## src/rtl/wishbone_pkg.sv

```systemverilog
`default_nettype none
// ============================================================================
// Module      : wishbone_pkg
// Description : Shared Wishbone types for the 64-bit command initiator:
//               request/response structs, CTI encodings, response decode
//               helper and the initiator completion status enum.
// Revision    : 1.0 - initial release
// ============================================================================
package wishbone_pkg;

  localparam int WB_ADR_W = 32;
  localparam int WB_DAT_W = 64;
  localparam int WB_SEL_W = 8;
  localparam int WB_TID_W = 4;

  typedef enum logic [2:0] {
    WB_CTI_CLASSIC = 3'b000,
    WB_CTI_ERC     = 3'b111
  } wb_cti_t;

  typedef struct packed {
    logic                cyc;
    logic                stb;
    logic                we;
    logic [WB_ADR_W-1:0] adr;
    logic [WB_SEL_W-1:0] sel;
    logic [WB_DAT_W-1:0] dat;
    logic [WB_TID_W-1:0] tid;
    wb_cti_t             cti;
  } wb_cmd_request64_t;

  typedef struct packed {
    logic                ack;
    logic                err;
    logic                rty;
    logic [WB_TID_W-1:0] tid;
    logic [WB_DAT_W-1:0] dat;
  } wb_cmd_response64_t;

  typedef enum logic [1:0] {
    WB_RSP_NONE = 2'd0,
    WB_RSP_ACK  = 2'd1,
    WB_RSP_ERR  = 2'd2,
    WB_RSP_RTY  = 2'd3
  } wb_rsp_code_t;

  typedef enum logic [1:0] {
    INIT_OK         = 2'd0,
    INIT_ERR        = 2'd1,
    INIT_TIMEOUT    = 2'd2,
    INIT_RETRY_FAIL = 2'd3
  } wb_init_status_t;

  // Error outranks retry, retry outranks ack when a responder raises several.
  function automatic wb_rsp_code_t wb_rsp_decode(input wb_cmd_response64_t r);
    if (r.err)      return WB_RSP_ERR;
    else if (r.rty) return WB_RSP_RTY;
    else if (r.ack) return WB_RSP_ACK;
    else            return WB_RSP_NONE;
  endfunction

endpackage
`default_nettype wire

```

## src/rtl/wb_cmd_initiator64.sv

```systemverilog
`default_nettype none
// ============================================================================
// Module      : wb_cmd_initiator64
// Description : Single-outstanding Wishbone command initiator with
//               transaction IDs, retry with fixed back-off and optional
//               response timeout (enabled by macro WB_INIT_TIMEOUT_EN).
// Revision    : 1.0 - initial release
// ============================================================================
module wb_cmd_initiator64
  import wishbone_pkg::*;
#(
`ifdef WB_INIT_TIMEOUT_EN
  parameter int TIMEOUT   = 1023,
`endif
  parameter int MAX_RETRY = 3
) (
  input  logic                clk,
  input  logic                rst,
  input  logic                cmd_valid,
  output logic                cmd_ready,
  input  logic                cmd_we,
  input  logic                cmd_posted,
  input  logic [31:0]         cmd_adr,
  input  logic [7:0]          cmd_sel,
  input  logic [63:0]         cmd_dat,
  output wb_cmd_request64_t   req,
  input  wb_cmd_response64_t  resp,
  output logic                rsp_valid,
  output logic [1:0]          rsp_status,
  output logic [63:0]         rsp_dat
);

  localparam logic [1:0] c_backoff_last = 2'd3;
  localparam logic [7:0] c_max_retry    = 8'(MAX_RETRY);

  typedef enum logic [2:0] {
    S_IDLE    = 3'd0,
    S_ISSUE   = 3'd1,
    S_WAIT    = 3'd2,
    S_BACKOFF = 3'd3,
    S_DONE    = 3'd4
  } state_t;

  state_t                r_state;
  state_t                w_next;
  logic                  r_we;
  logic                  r_posted;
  logic [31:0]           r_adr;
  logic [7:0]            r_sel;
  logic [63:0]           r_dat;
  logic [WB_TID_W-1:0]   r_tid;
  logic [7:0]            r_retry;
  logic [1:0]            r_backoff;
  logic [1:0]            r_rsp_status;
  logic [63:0]           r_rsp_dat;
  logic                  w_accept;
  logic                  w_match;
  logic                  w_bus_active;
  logic                  w_retry_inc;
  wb_rsp_code_t          w_code;
  wb_init_status_t       w_status;
  logic [63:0]           w_dat;

  assign w_accept     = (r_state == S_IDLE) && cmd_valid;
  assign w_code       = wb_rsp_decode(resp);
  assign w_match      = (resp.tid == r_tid) && (w_code != WB_RSP_NONE);
  assign w_bus_active = (r_state == S_ISSUE) || (r_state == S_WAIT);

`ifdef WB_INIT_TIMEOUT_EN
  localparam logic [9:0] c_tmo_last = 10'(TIMEOUT - 1);
  logic [9:0] r_tmo;
  logic       w_tmo_hit;

  // Counts WAIT cycles; zeroed during every ISSUE so each reissue gets a full window.
  always_ff @(posedge clk) begin
    if (rst)                     r_tmo <= '0;
    else if (r_state == S_ISSUE) r_tmo <= '0;
    else if (r_state == S_WAIT)  r_tmo <= r_tmo + 10'd1;
  end

  assign w_tmo_hit = (r_state == S_WAIT) && (r_tmo == c_tmo_last);
`endif

  // State register.
  always_ff @(posedge clk) begin
    if (rst) r_state <= S_IDLE;
    else     r_state <= w_next;
  end

  // Next-state decode plus the status/data to be presented on completion.
  always_comb begin
    w_next      = r_state;
    w_status    = INIT_OK;
    w_dat       = '0;
    w_retry_inc = 1'b0;
    case (r_state)
      S_IDLE:    if (cmd_valid) w_next = S_ISSUE;
      S_ISSUE:   w_next = (r_we && r_posted) ? S_DONE : S_WAIT;
      S_WAIT: begin
        if (w_match) begin
          case (w_code)
            WB_RSP_ERR: begin
              w_next   = S_DONE;
              w_status = INIT_ERR;
            end
            WB_RSP_RTY: begin
              if (r_retry < c_max_retry) begin
                w_next      = S_BACKOFF;
                w_retry_inc = 1'b1;
              end else begin
                w_next   = S_DONE;
                w_status = INIT_RETRY_FAIL;
              end
            end
            default: begin
              w_next = S_DONE;
              w_dat  = r_we ? 64'd0 : resp.dat;
            end
          endcase
        end
`ifdef WB_INIT_TIMEOUT_EN
        else if (w_tmo_hit) begin
          w_next   = S_DONE;
          w_status = INIT_TIMEOUT;
        end
`endif
      end
      S_BACKOFF: if (r_backoff == c_backoff_last) w_next = S_ISSUE;
      S_DONE:    w_next = S_IDLE;
      default:   w_next = S_IDLE;
    endcase
  end

  // Command latch, tid/retry/back-off counters and completion result capture.
  always_ff @(posedge clk) begin
    if (rst) begin
      r_we         <= 1'b0;
      r_posted     <= 1'b0;
      r_adr        <= '0;
      r_sel        <= '0;
      r_dat        <= '0;
      r_tid        <= '0;
      r_retry      <= '0;
      r_backoff    <= '0;
      r_rsp_status <= '0;
      r_rsp_dat    <= '0;
    end else begin
      if (w_accept) begin
        r_we     <= cmd_we;
        r_posted <= cmd_posted;
        r_adr    <= cmd_adr;
        r_sel    <= cmd_sel;
        r_dat    <= cmd_dat;
        r_tid    <= r_tid + WB_TID_W'(1);
        r_retry  <= '0;
      end else if (w_retry_inc) begin
        r_retry <= r_retry + 8'd1;
      end
      r_backoff <= (r_state == S_BACKOFF) ? r_backoff + 2'd1 : 2'd0;
      if ((r_state != S_DONE) && (w_next == S_DONE)) begin
        r_rsp_status <= w_status;
        r_rsp_dat    <= w_dat;
      end
    end
  end

  // Bus request: fields follow the latched command, strobes only while the cycle is open.
  always_comb begin
    req     = '0;
    req.cyc = w_bus_active;
    req.stb = w_bus_active;
    req.we  = r_we;
    req.adr = r_adr;
    req.sel = r_sel;
    req.dat = r_dat;
    req.tid = r_tid;
    req.cti = (r_we && !r_posted) ? WB_CTI_ERC : WB_CTI_CLASSIC;
  end

  assign cmd_ready  = (r_state == S_IDLE);
  assign rsp_valid  = (r_state == S_DONE);
  assign rsp_status = r_rsp_status;
  assign rsp_dat    = r_rsp_dat;

endmodule
`default_nettype wire

```

## config.mk

```make
export PLATFORM = sky130hd
export DESIGN_NAME = wb_cmd_initiator64
export DESIGN_NICKNAME = d
export VERILOG_FILES = /design/src/rtl/wishbone_pkg.sv /design/src/rtl/wb_cmd_initiator64.sv
export SDC_FILE = /design/constraint.sdc
export NUM_CORES = 1
export LEC_CHECK = 0
export BUFFER_PORTS_ARGS = -buffer_cell sky130_fd_sc_hd__buf_2
export CAP_MARGIN = 0
export CORE_ASPECT_RATIO = 0.7
export CORE_MARGIN = 10
export CORE_UTILIZATION = 48
export CTS_CLUSTER_DIAMETER = 60
export CTS_CLUSTER_SIZE = 24
export DETAILED_ROUTE_END_ITERATION = 8
export PLACE_DENSITY = 0.92
export SETUP_SLACK_MARGIN = 0.3
export SYNTH_ARGS = -nofsm -noshare
export SYNTH_HDL_FRONTEND = slang
export SYNTH_SLANG_ARGS = --single-unit
export TNS_END_PERCENT = 1
```

## constraint.sdc

```tcl
create_clock -name clk -period 6.67 [get_ports clk]
set_clock_uncertainty 0.2 [all_clocks]
set_input_delay 1.334 -clock clk [delete_from_list [all_inputs] [get_ports clk]]
set_output_delay 1.334 -clock clk [all_outputs]
set_load 0.05 [all_outputs]
```

# Yosys cells after proc, flatten, opt, wreduce, memory -nomap -nowiden
# Cells that the tools add are included.
[word_totals]
reg_bits = 189
in_bits = 180
output_inout_bits = 182
elab_cells = 61
[classes]
addsub = 3
order_cmp = 1
eq_ne = 10
n_mux = 23
bitwise_logic = 1
n_reduce_logical = 12
[op_table]
columns = ["op", "n"]
rows = [
  ["64-bit 2-to-1 mux", 4],
  ["3-bit 2-to-1 mux", 7],
  ["3-bit case mux with 4 select lines", 1],
  ["2-bit 2-to-1 mux", 5],
  ["8-bit by 1-bit adder with 8-bit output (second input constant)", 1],
  ["8-bit by 2-bit less-than comparator with 1-bit output (second input constant)", 1],
  ["2-bit equality test (second input constant)", 3],
  ["3-bit by 2-bit equality test with 1-bit output (second input constant)", 2],
  ["3-bit equality test (second input constant)", 2],
  ["2-bit OR reduction", 3],
  ["1-bit logical AND", 5],
  ["1-bit 2-to-1 mux", 5],
  ["4-bit by 1-bit adder with 4-bit output (second input constant)", 1],
  ["4-bit equality test", 1],
  ["2-bit case mux with 2 select lines", 1],
  ["3-bit by 1-bit equality test with 1-bit output (second input constant)", 1],
  ["3-bit logical NOT", 1],
  ["3-bit != test (second input constant)", 1],
  ["2-bit by 1-bit adder with 2-bit output (second input constant)", 1],
  ["2-bit nonzero test", 1],
  ["1-bit logical NOT", 1],
  ["1-bit logical OR", 1],
  ["1-bit inverter", 1],
]

# Depth between registers and ports, before layout
[logic_depth]
ltp_word = 9
depth_mapped = 7
depth_no_buf = 5

# Least setup slack after synthesis
# No wires, ideal clock.
[synth_path]
path_kind = "flip-flop to output port"
startpoint = "reg r_state[1]"
endpoint = "out cmd_ready"
t_arrival_ns = 1.632
required_ns = 5.136
setup_slack_ns = 3.504
stages_incl_launch_ff = 3
n_path_buf = 1
cell_sequence = "dfxtp_1 > clkbuf_1 > nor3_1"
[synth_via]
elab_chain_cells = 1
[synth_rtl]
columns = ["item", "line", "rtl"]
rows = [
  ["start: declaration", "wb_cmd_initiator64.sv:44", "state_t r_state;"],
  ["start signal: assignment", "wb_cmd_initiator64.sv:87", "else r_state <= w_next;"],
  ["3-bit logical NOT", "wb_cmd_initiator64.sv:180", "assign cmd_ready = (r_state == S_IDLE);"],
  ["end: declaration", "wb_cmd_initiator64.sv:20", "output logic cmd_ready,"],
]
# No other way between the ends.

# Worst setup path after layout
# Same ends and word-level chain as after synthesis.

==> impl_results.md <==
- Dpl ws: roughly 3200 ps
- Synthesized area: approximately 6600 µm²
- Hold Crit Start: r_backoff[0]
- Area Growth Syn to Fin: 35.8%
- Port Buffers: around 360
- Vias per inst: roughly 5.0
- Period Utilization, post-route: approximately 47%
- Crit path required time: a little over 5000 ps
- Clock Path Buffers: 2
- CP Class: reg -> out
- Total die area: 18900 µm²
- Clock power share: between 30 and 40%
- CP endpoint kind: output pin
- Site Rows: 35
- Seq/Total Area, Yosys: 57.3%
- CTS tree: built
- Cell Chain, Critical Path: nor3_1 > buf_2
- Synth Warn #: 0
- Total setup buffers inserted after CTS: 0
- Critical Path AT: around 1600 ps
- Slew margin rel.: about 24%
- FF-to-FF path depth: 5
- Post-route setup slack: 3560 ps
- Drt initial violations: around 490
- CTS root buffer: clkbuf_16
- Top cell family by delay on the critical path: flip-flops
- TritonRoute pass-1 iters: 5
- WL/cell: approximately 18 µm
- Final hold violations: 0
- Remaining global-route overflow: 0
- Clk_lat worst skew: about 400 ps
- Seq pwr share: a little under half
- Prevailing post-synth register cell: dfxtp_1
- #FFs+latches synth: ~190
- Buf/Inv on CP: 1
- Core ar.: between 10000 and 15000 µm²
- Layout Nets: about 1200
- Layout cells sized above 1: a little over two fifths
- Worst-Margin Slew: approximately 1100 ps
- Internal power: 0.00183 W
- Gate count after technology mapping: about 710
- Hold endpoint: r_backoff[0]
- Worst R2R Start: r_state[1]
- Slew Limit Fails: 0
- RSZ-0062 raised after global routing: false
- Cell taking the most area after synthesis: dfxtp_1
- Critical Path Start Type: flip-flop
- CTS clk-pin slew, worst paths: around 70 ps
- Hold Path Depth: 1
- Cts hold-fix bufs: 0
- First-pass GRT wire length: 33400 µm
- Yosys cell types: 38
- DPL Wire Length: about 17000 µm
- Highest-delay cell along the critical path: dfxtp_1
- Mean Syn Cell Area: 9.32 µm²
- Share of the synthesized area in the top cell type: roughly 57%
- Hold WC Path Type: reg -> reg
- Routed Antenna Nets: 0
- Htree depth: 4
- Pwr/cell area: slightly below 300 nW/µm²
- Filler Cells Inserted: approximately 1100
- Reg-to-reg slack, setup: 4050 ps
- Max incr delay on CP: about 420 ps
- WP depth: 2
- Crit Reg-Reg Endpoint: rsp_dat[39]
- Main area contributors after synthesis: dfxtp_1 (57%), nand2_1 (13%), a21oi_1 (8.2%)
- Maximum vdd ir drop: 0.000165 V
- Max-Cap Viols: 0
- Combinational share of power: between 15 and 20%
- Residual DRC: 0
- Die Wd: about 160 µm
- EDFF count, synth: 0
- Largest net degree at the start of global routing: 113
- GR Util All Layers: approximately 21%
- WL final: between 20000 and 25000 µm
- Final min period: just over 3000 ps
- Vias in the first global route: between 6000 and 7000
- NetSw: about 0.00080 W
- Final setup TNS: 0 ps
- Post-cts sizing count: 0
- Number of CTS-inserted buffers: 17
- Initial antenna violation count: 3
- Sw Share: between 30% and 40%
- Status: completed
- Lkg Pwr: between 4 and 5 nW
- Via Count: roughly 6200
- FF/Latch Area: 3780 µm²
- Peak fanout along the critical path: 11
- Final number of setup-violating endpoints: 0
- Final GP Congestion: 0.838
- Async S/R FF share, synth: 0%
- Sink Count: approximately 190
- Syn_nets: about 900
- IO Pins: 362
- Initial Util: about half
- F_max: roughly 320 MHz
- Die height: between 100 and 150 µm
- Multi-input logic area: around 2500 µm²
==> power groups by stage <==
stage               logic [W]  clock network [W]  registers (W)
floorplan            0.000146                  0        0.00139
global placement     0.000431                  0        0.00123
detailed placement   0.000438                  0        0.00123
CTS                  0.000438            0.00101        0.00120
global route         0.000466            0.00105        0.00121
finish               0.000434           0.000995        0.00120
==> per-layer routing <==
metal | vias up | global-route usage (%) | routed length (µm)
met5 | - | 0 | 28
met3 | 24 | 8.98 | 2200
met2 | 229 | 38.5 | 11100
met1 | 2892 | 22.6 | 8060
li1 | 3038 | - | -
met4 | 6 | 5.72 | 275
==> cell usage in the layout, fill, tap and decap left out, types with 2 or more instances in the layout <==
cell | netlist | final
buf_2 | 0 | 360
nand2_1 | 226 | 225
dfxtp_1 | 189 | 189
a21oi_1 | 108 | 108
a22o_2 | 51 | 51
clkbuf_16 | 0 | 17
a22o_1 | 13 | 13
nor2_1 | 12 | 12
and2_1 | 7 | 7
clkinv_4 | 0 | 6
buf_4 | 6 | 6
nor3_1 | 5 | 5
xnor2_1 | 5 | 5
nand3_1 | 4 | 4
xor2_1 | 3 | 3
ha_1 | 3 | 3
inv_8 | 0 | 3
mux2i_1 | 2 | 2
nand3b_1 | 2 | 2
inv_6 | 0 | 2
==> area by class of cell <==
type,count,area share (%)
multi-input cells,462,28.0
inverters,1,0.0419
clock buffers,18,4.90
clock inverters,13,1.67
flip-flops and latches,189,42.2
diodes,1,0.0279
repair buffers,366,20.6
well taps,185,2.58
==> state kept, by name (all words and copies together) (netlist names) <==
| register | count |
|---|---|
| r_dat | 64 |
| rsp_dat | 64 |
| r_adr | 32 |
| r_retry | 8 |
| r_sel | 8 |
| r_tid | 4 |
| r_state | 3 |
| r_backoff | 2 |
| rsp_status | 2 |
| r_posted | 1 |
| r_we | 1 |
==> worst max path at each step <==
stage	from	end	slack, ps
after detailed placement	cmd_valid	r_retry[5]	3190
after CTS	r_state[1]	cmd_ready	3530
final	r_state[1]	cmd_ready	3560
after floorplan	r_state[1]	cmd_ready	3500
after global placement	cmd_valid	r_retry[3]	3270
after global routing	r_state[1]	cmd_ready	3450
==> kinds of logic (layout without fill, tap and decap cells) <==
group                    after synthesis  after routing  synth area share [%]
AND/OR/NAND/NOR                      269            269                  17.0
flip-flops                           189            189                  57.3
AO/OA/AOI/OAI                        180            180                  18.7
buffers and inverters                 57            398                  5.06
XOR/XNOR                               8              8                  1.06
adder cells (fa/ha/maj)                3              3                 0.569
multiplexers                           2              2                 0.303
other                                  0              1                     0
==> through the flow <==
stage          hold slack [ps]  utilization, %  std cells  instance area (µm²)  total power [W]
2_1_floorplan              199               -        708                 6600          0.00153
3_3_place_gp               210            62.9       1203                 8370          0.00166
3_5_place_dp               217            62.9       1203                 8370          0.00167
4_1_cts                    227            67.3       1234                 8960          0.00266
5_1_grt                    251            67.3       1234                 8960          0.00273
6_report                   224            67.3       1235                 8960          0.00263
==> cells in the mapped netlist (2+ instances only) <==
cell / n
a21oi_1: 108
a22o_1: 13
a22o_2: 51
and2_1: 7
buf_4: 6
buf_6: 13
clkbuf_1: 37
dfxtp_1: 189
ha_1: 3
mux2i_1: 2
nand2_1: 226
nand3_1: 4
nand3b_1: 2
nor2_1: 12
nor3_1: 5
nor4b_1: 2
xnor2_1: 5
xor2_1: 3
==> worst reg2reg max path: stages, from the launching register on <==
cell	delay [ps]
dfxtp_1	540
or3b_4	440
or3_4	400
nor3_4	160
buf_4	550
a22o_2	280
(Power assumes the default switching activity.)
